`src/rtl/cmp_pkg.sv`:
```
// Shared types and helpers for the digit-serial magnitude comparator.
// Optional build macro used by the top: SERIAL_CMP_EARLY_EXIT_EN.
package cmp_pkg;

    typedef enum logic [1:0] {
        IDLE = 2'd0,
        RUN  = 2'd1,
        DONE = 2'd2
    } cmp_state_t;

    typedef struct packed {
        logic gt;
        logic lt;
        logic eq;
    } cmp_result_t;

    // Number of DIGIT-wide digits needed to cover WIDTH bits.
    function automatic int ndig(input int width, input int digit);
        return (width + digit - 1) / digit;
    endfunction

endpackage

```
`src/rtl/serial_magnitude_comparator_if.sv`:
```
// Operand/result handshake bundle for serial_magnitude_comparator.
// master = producer/consumer side, slave = the comparator.
interface serial_magnitude_comparator_if #(
    parameter int WIDTH = 6,
    parameter int DIGIT = 2
) ();

    localparam int CW = $clog2(cmp_pkg::ndig(WIDTH, DIGIT) + 1);

    logic             in_valid;
    logic             in_ready;
    logic [WIDTH-1:0] A;
    logic [WIDTH-1:0] B;
    logic             gti;
    logic             lti;
    logic             eqi;
    logic             out_valid;
    logic             out_ready;
    logic             gto;
    logic             lto;
    logic             eqo;
    logic [CW-1:0]    out_digits;

    modport master (
        output in_valid, A, B, gti, lti, eqi, out_ready,
        input  in_ready, out_valid, gto, lto, eqo, out_digits
    );

    modport slave (
        input  in_valid, A, B, gti, lti, eqi, out_ready,
        output in_ready, out_valid, gto, lto, eqo, out_digits
    );

endinterface

```
`src/rtl/digit_compare.sv`:
```
// Combinational unsigned compare of one DIGIT-bit digit.
module digit_compare #(
    parameter int DIGIT = 2
) (
    input  logic [DIGIT-1:0] a_i,
    input  logic [DIGIT-1:0] b_i,
    output logic             gt_o,
    output logic             lt_o
);

    assign gt_o = (a_i > b_i);
    assign lt_o = (a_i < b_i);

endmodule

```
`src/rtl/serial_magnitude_comparator.sv`:
```
// Digit-serial MSB-first magnitude comparator with 74x85-style cascade
// inputs and valid/ready handshakes on both sides.
// Build option: define SERIAL_CMP_EARLY_EXIT_EN to leave RUN on the edge
// that resolves the first differing digit (result values are unchanged).
module serial_magnitude_comparator
    import cmp_pkg::*;
#(
    parameter int WIDTH  = 6,
    parameter int DIGIT  = 2,
    parameter int SIGNED = 0
) (
    input logic                          clk,
    input logic                          rst,
    serial_magnitude_comparator_if.slave bus
);

    localparam int NDIG = ndig(WIDTH, DIGIT);
    localparam int EXTW = NDIG * DIGIT;
    localparam int CW   = $clog2(NDIG + 1);

    localparam logic [CW-1:0] LAST_CNT = CW'(NDIG - 1);

    // Flipping the top bit of both two's-complement operands maps the
    // signed order onto the unsigned order, so the datapath stays unsigned.
    localparam logic [EXTW-1:0] BIAS = (SIGNED != 0) ? (EXTW'(1) << (EXTW - 1)) : '0;

    cmp_state_t      state_q, state_d;
    logic [EXTW-1:0] a_q, a_d;
    logic [EXTW-1:0] b_q, b_d;
    logic [EXTW-1:0] a_ext, b_ext;
    cmp_result_t     casc_q, casc_d;
    cmp_result_t     res_q, res_d;
    logic            resolved_q, resolved_d;
    logic [CW-1:0]   cnt_q, cnt_d;
    logic [CW-1:0]   digits_q, digits_d;
    logic            dig_gt, dig_lt;
    logic            last_dig;

    // Pad operands up to a whole number of digits (zero or sign fill).
    for (genvar i = 0; i < EXTW; i++) begin : g_ext
        if (i < WIDTH) begin : g_op
            assign a_ext[i] = bus.A[i];
            assign b_ext[i] = bus.B[i];
        end else if (SIGNED != 0) begin : g_sx
            assign a_ext[i] = bus.A[WIDTH-1];
            assign b_ext[i] = bus.B[WIDTH-1];
        end else begin : g_zx
            assign a_ext[i] = 1'b0;
            assign b_ext[i] = 1'b0;
        end
    end

    // The current digit always sits at the top of the shift registers.
    digit_compare #(.DIGIT(DIGIT)) u_digit (
        .a_i  (a_q[EXTW-1 -: DIGIT]),
        .b_i  (b_q[EXTW-1 -: DIGIT]),
        .gt_o (dig_gt),
        .lt_o (dig_lt)
    );

    assign last_dig = (cnt_q == LAST_CNT);

    // Next-state: capture in IDLE, shift and resolve in RUN, hold in DONE.
    always_comb begin
        state_d    = state_q;
        a_d        = a_q;
        b_d        = b_q;
        casc_d     = casc_q;
        res_d      = res_q;
        resolved_d = resolved_q;
        cnt_d      = cnt_q;
        digits_d   = digits_q;

        case (state_q)
            IDLE: begin
                if (bus.in_valid) begin
                    a_d        = a_ext ^ BIAS;
                    b_d        = b_ext ^ BIAS;
                    casc_d     = '{gt: bus.gti, lt: bus.lti, eq: bus.eqi};
                    cnt_d      = '0;
                    resolved_d = 1'b0;
                    state_d    = RUN;
                end
            end

            RUN: begin
                a_d   = a_q << DIGIT;
                b_d   = b_q << DIGIT;
                cnt_d = cnt_q + CW'(1);

                // First differing digit decides; later digits are ignored.
                if (!resolved_q) begin
                    if (dig_gt) begin
                        res_d      = '{gt: 1'b1, lt: 1'b0, eq: 1'b0};
                        resolved_d = 1'b1;
                    end else if (dig_lt) begin
                        res_d      = '{gt: 1'b0, lt: 1'b1, eq: 1'b0};
                        resolved_d = 1'b1;
                    end else if (last_dig) begin
                        res_d      = casc_q;
                    end
                end

`ifdef SERIAL_CMP_EARLY_EXIT_EN
                if (last_dig || (!resolved_q && (dig_gt || dig_lt))) begin
`else
                if (last_dig) begin
`endif
                    state_d  = DONE;
                    digits_d = cnt_q + CW'(1);
                end
            end

            DONE: begin
                if (bus.out_ready) begin
                    state_d = IDLE;
                end
            end

            default: state_d = IDLE;
        endcase
    end

    // State and datapath registers; reset abandons any operation in flight.
    always_ff @(posedge clk) begin
        if (rst) begin
            state_q    <= IDLE;
            a_q        <= '0;
            b_q        <= '0;
            casc_q     <= '0;
            res_q      <= '0;
            resolved_q <= 1'b0;
            cnt_q      <= '0;
            digits_q   <= '0;
        end else begin
            state_q    <= state_d;
            a_q        <= a_d;
            b_q        <= b_d;
            casc_q     <= casc_d;
            res_q      <= res_d;
            resolved_q <= resolved_d;
            cnt_q      <= cnt_d;
            digits_q   <= digits_d;
        end
    end

    assign bus.in_ready   = (state_q == IDLE);
    assign bus.out_valid  = (state_q == DONE);
    assign bus.gto        = res_q.gt;
    assign bus.lto        = res_q.lt;
    assign bus.eqo        = res_q.eq;
    assign bus.out_digits = digits_q;

endmodule

```
`src/flat_wrapper.sv`:
```
// flat-port wrapper written by rule: the top's interface ports become plain ports
module serial_magnitude_comparator_flat import cmp_pkg::*;
#(
    parameter int WIDTH  = 6,
    parameter int DIGIT  = 2,
    parameter int SIGNED = 0
)
  (clk, rst, bus_in_valid, bus_A, bus_B, bus_gti, bus_lti, bus_eqi, bus_out_ready, bus_in_ready, bus_out_valid, bus_gto, bus_lto, bus_eqo, bus_out_digits);
  serial_magnitude_comparator_if #(.WIDTH(WIDTH), .DIGIT(DIGIT)) bus_i ();
  input logic clk;
  input logic rst;
  input wire logic [$bits(bus_i.in_valid)-1:0] bus_in_valid;
  input wire logic [$bits(bus_i.A)-1:0] bus_A;
  input wire logic [$bits(bus_i.B)-1:0] bus_B;
  input wire logic [$bits(bus_i.gti)-1:0] bus_gti;
  input wire logic [$bits(bus_i.lti)-1:0] bus_lti;
  input wire logic [$bits(bus_i.eqi)-1:0] bus_eqi;
  input wire logic [$bits(bus_i.out_ready)-1:0] bus_out_ready;
  output wire logic [$bits(bus_i.in_ready)-1:0] bus_in_ready;
  output wire logic [$bits(bus_i.out_valid)-1:0] bus_out_valid;
  output wire logic [$bits(bus_i.gto)-1:0] bus_gto;
  output wire logic [$bits(bus_i.lto)-1:0] bus_lto;
  output wire logic [$bits(bus_i.eqo)-1:0] bus_eqo;
  output wire logic [$bits(bus_i.out_digits)-1:0] bus_out_digits;
  assign bus_i.in_valid = bus_in_valid;
  assign bus_i.A = bus_A;
  assign bus_i.B = bus_B;
  assign bus_i.gti = bus_gti;
  assign bus_i.lti = bus_lti;
  assign bus_i.eqi = bus_eqi;
  assign bus_i.out_ready = bus_out_ready;
  assign bus_in_ready = bus_i.in_ready;
  assign bus_out_valid = bus_i.out_valid;
  assign bus_gto = bus_i.gto;
  assign bus_lto = bus_i.lto;
  assign bus_eqo = bus_i.eqo;
  assign bus_out_digits = bus_i.out_digits;
  serial_magnitude_comparator #(.WIDTH(WIDTH), .DIGIT(DIGIT), .SIGNED(SIGNED)) u_core (.clk(clk), .rst(rst), .bus(bus_i));
endmodule
```
`config.mk`:
```
export PLATFORM = sky130hd
export DESIGN_NAME = serial_magnitude_comparator_flat
export DESIGN_NICKNAME = d
export VERILOG_FILES = /design/src/rtl/cmp_pkg.sv /design/src/rtl/serial_magnitude_comparator_if.sv /design/src/rtl/digit_compare.sv /design/src/rtl/serial_magnitude_comparator.sv /design/src/flat_wrapper.sv
export SDC_FILE = /design/constraint.sdc
export NUM_CORES = 1
export LEC_CHECK = 0
export ABC_AREA = 1
export BUFFER_PORTS_ARGS = -buffer_cell sky130_fd_sc_hd__buf_2
export CORE_ASPECT_RATIO = 1.1
export CORE_MARGIN = 1.5
export CORE_UTILIZATION = 35
export CTS_CLUSTER_SIZE = 28
export DETAILED_ROUTE_END_ITERATION = 16
export SETUP_SLACK_MARGIN = 0.4
export SLEW_MARGIN = 20
export SYNTH_ARGS = -nofsm -noshare
export SYNTH_HDL_FRONTEND = slang
export SYNTH_SLANG_ARGS = --single-unit
```
`constraint.sdc`:
```
create_clock -name clk -period 1.95 [get_ports clk]
set_clock_uncertainty 0.2 [all_clocks]
set_input_delay 0.2925 -clock clk [delete_from_list [all_inputs] [get_ports clk]]
set_output_delay 0.2925 -clock clk [all_outputs]
set_load 0.03 [all_outputs]
```
==> results_dict.tcl <==
set metrics [dict create \
    run_status "finished clean" \
    rsz0062_at_grt "yes" \
    ir_worst_vdd_v 0.000397 \
    gr-usage-all-layers_pct 13.4 \
    detail_route.iter0.violations 14 \
    place_area_mm2 0.00130 \
    route.detailed.drc 0 \
    crit_fanout 2 \
    synthToLayoutAreaGrowth_pct 16.5 \
    endpoint_kind "output pin" \
    critPathMaxStageDelay_ps 390 \
    multi_input_area_um2 604 \
    path_cells "inv_2 > nor2_2 > buf_6" \
    overflow 0 \
    final_core_util_pct 44.1 \
    tritoncts "built" \
    ff_latch_area_um2 509 \
    final_cell_area_mm2 0.00138 \
    clockBufferDepth 2 \
    relSlewSlack_pct 71.9 \
    die_area_mm2 0.00374 \
    cts-root-buf "clkbuf_4" \
    cp-start-kind "flip-flop" \
    synth_seq_cells 25 \
    synthCells 163 \
    cts_buffers 3 \
    place.gp.congestion 0.730 \
    crit_family "flip-flops" \
    final_nets 210 \
    tightestPinTransition_ps 421 \
    final_antenna_net_count 0 \
    most-common-layout-cells "nand2_1 (42), nor2_1 (26), buf_2 (23)" \
    wl_per_cell_um 10.2 \
    finalHoldViolations 0 \
    cts.sinks 25 \
    syn_avg_cell_area_um2 7.27 \
    dp_hpwl_mm 1.65 \
    antenna_found_initial 0 \
    drtPass1Iterations 4 \
    placed_cells 217 \
    cp.arrival_ps 1010 \
    n_antenna_cell 0 \
    finalCriticalPeriod_ps 1500 \
    p_leak_nw 0.659 \
    vias 1041 \
    min_period_over_period_pct 77.1 \
    nFillCells 342 \
    crit_required_ps 1460 \
    slew_viol_final 0 \
    die_h_um 64.0 \
    grt_first_pass_wirelength_mm 3.97 \
    seq_area_frac_synth_pct 42.2 \
    ios 26 \
    hold_buffers 0 \
    worstSkewPairLatency_ps 310 \
    grt_pass1_vias 1014 \
    finalSetupViolCount 0 \
    initial_utilization_pct 37.9 \
    final_common_cell "nand2_1" \
    path_clk_slew_ps 130 \
    core_mm2 0.00313 \
    hold_path_class "in2reg" \
    htree_levels 1 \
    syn_nets 185 \
    routed_wl_mm 2.25 \
    row_count 21 \
    grt_max_degree 17 \
    path_class "reg2out" \
    layout-drive-gt1-share_pct 28.3 \
    io_buffers 25 \
    die_w_um 58.5 \
    max_freq_mhz 665 \
    yosys_warnings 0 \
    fin_setup_tns_ps 0 \
    critical_path_buf_inv_count 2 \
    critPathSlowestCell "dfxtp_4" \
    instances_no_fill 221 \
    maxCapViolCount 0 \
    synthDistinctLibCells 20 \
    power.density_mw_per_mm2 802 \
    drt-vias-per-instance 4.71 \
    syn_area_mm2 0.00118 \
]
==> layer usage <==
| layer | wire, um | vias up | GRT usage (%) |
|---|---|---|---|
| met5 | 0 | - | 0 |
| met4 | 19 | 0 | 6.10 |
| met3 | 80 | 2 | 1.82 |
| met2 | 1140 | 18 | 24.2 |
| met1 | 1020 | 462 | 15.3 |
| li1 | - | 559 | - |
==> worst paths after layout <==
check / start / end / slack [ps] / cells past startpoint
worst max-delay path: u_core.state_q[1] / bus_out_valid / 450 / 3
worst min-delay path: bus_out_ready / u_core.state_q[1] / 4 / 4
worst max register to register: u_core.b_q[5] / u_core.bus.gto / 500 / 8
worst min register to register: u_core.cnt_q[0] / u_core.cnt_q[0] / 250 / 1
==> registers in the layout, indices dropped and copies added (netlist names) <==
signal,count
u_core.a_q,6
u_core.bus.eqo,1
u_core.casc_q,3
u_core.resolved_q,1
u_core.b_q,6
u_core.bus.gto,1
u_core.bus.out_digits,2
u_core.state_q,2
u_core.bus.lto,1
u_core.cnt_q,2
==> synth_stat cells, drive strengths merged <==
cell type | count | area share, %
nand2 | 50 | 19
nor2 | 29 | 10
dfxtp | 25 | 42
inv | 15 | 5.4
a21oi | 14 | 6.5
o21ai | 14 | 5.9
nand3 | 8 | 3.4
buf | 5 | 4.8
ha | 3 | 3.2
==> worst register-to-register path: cells and delay by family (launching register included) <==
kind	cells	cell delay, ps
AND/OR/NAND/NOR	6	550
buffers and inverters	1	60
adder cells (fa/ha/maj)	1	270
flip-flops	1	340
==> layout make-up <==
| type | instances | area share [%] |
|---|---|---|
| multi-input cells | 118 | 43.8 |
| flip-flops and latches | 25 | 36.9 |
| well taps | 34 | 3.08 |
| clock buffers | 4 | 1.90 |
| repair buffers | 25 | 9.70 |
| inverters | 15 | 4.62 |
==> through the flow <==
step           power (mW)  hold WS [ps]  setup slack [ps]
5_1_grt              1.19          5.71               377
6_report             1.11          4.37               446
3_5_place_dp        0.864           258               381
3_3_place_gp        0.855           249               448
2_1_floorplan       0.815           228               426
4_1_cts              1.10          3.06               382
==> power by group <==
part | total (mW) | internal (mW) | switching, mW
sequential | 0.587 | 0.558 | 0.0287
combinational | 0.291 | 0.107 | 0.185
clock | 0.228 | 0.0799 | 0.149
total | 1.11 | 0.744 | 0.362
==> cells by family after synthesis <==
logic type	synth area share [%]
adder cells (fa/ha/maj)	3.17
AND/OR/NAND/NOR	32.0
flip-flops	42.2
AO/OA/AOI/OAI	12.5
buffers and inverters	10.1
==> repair_timing <==
item	CTS	global route
resized for setup	3	15
pin swaps	0	4
setup endpoints to repair	6	18
setup buffers	0	0
Power figures use the tool's default switching activity.
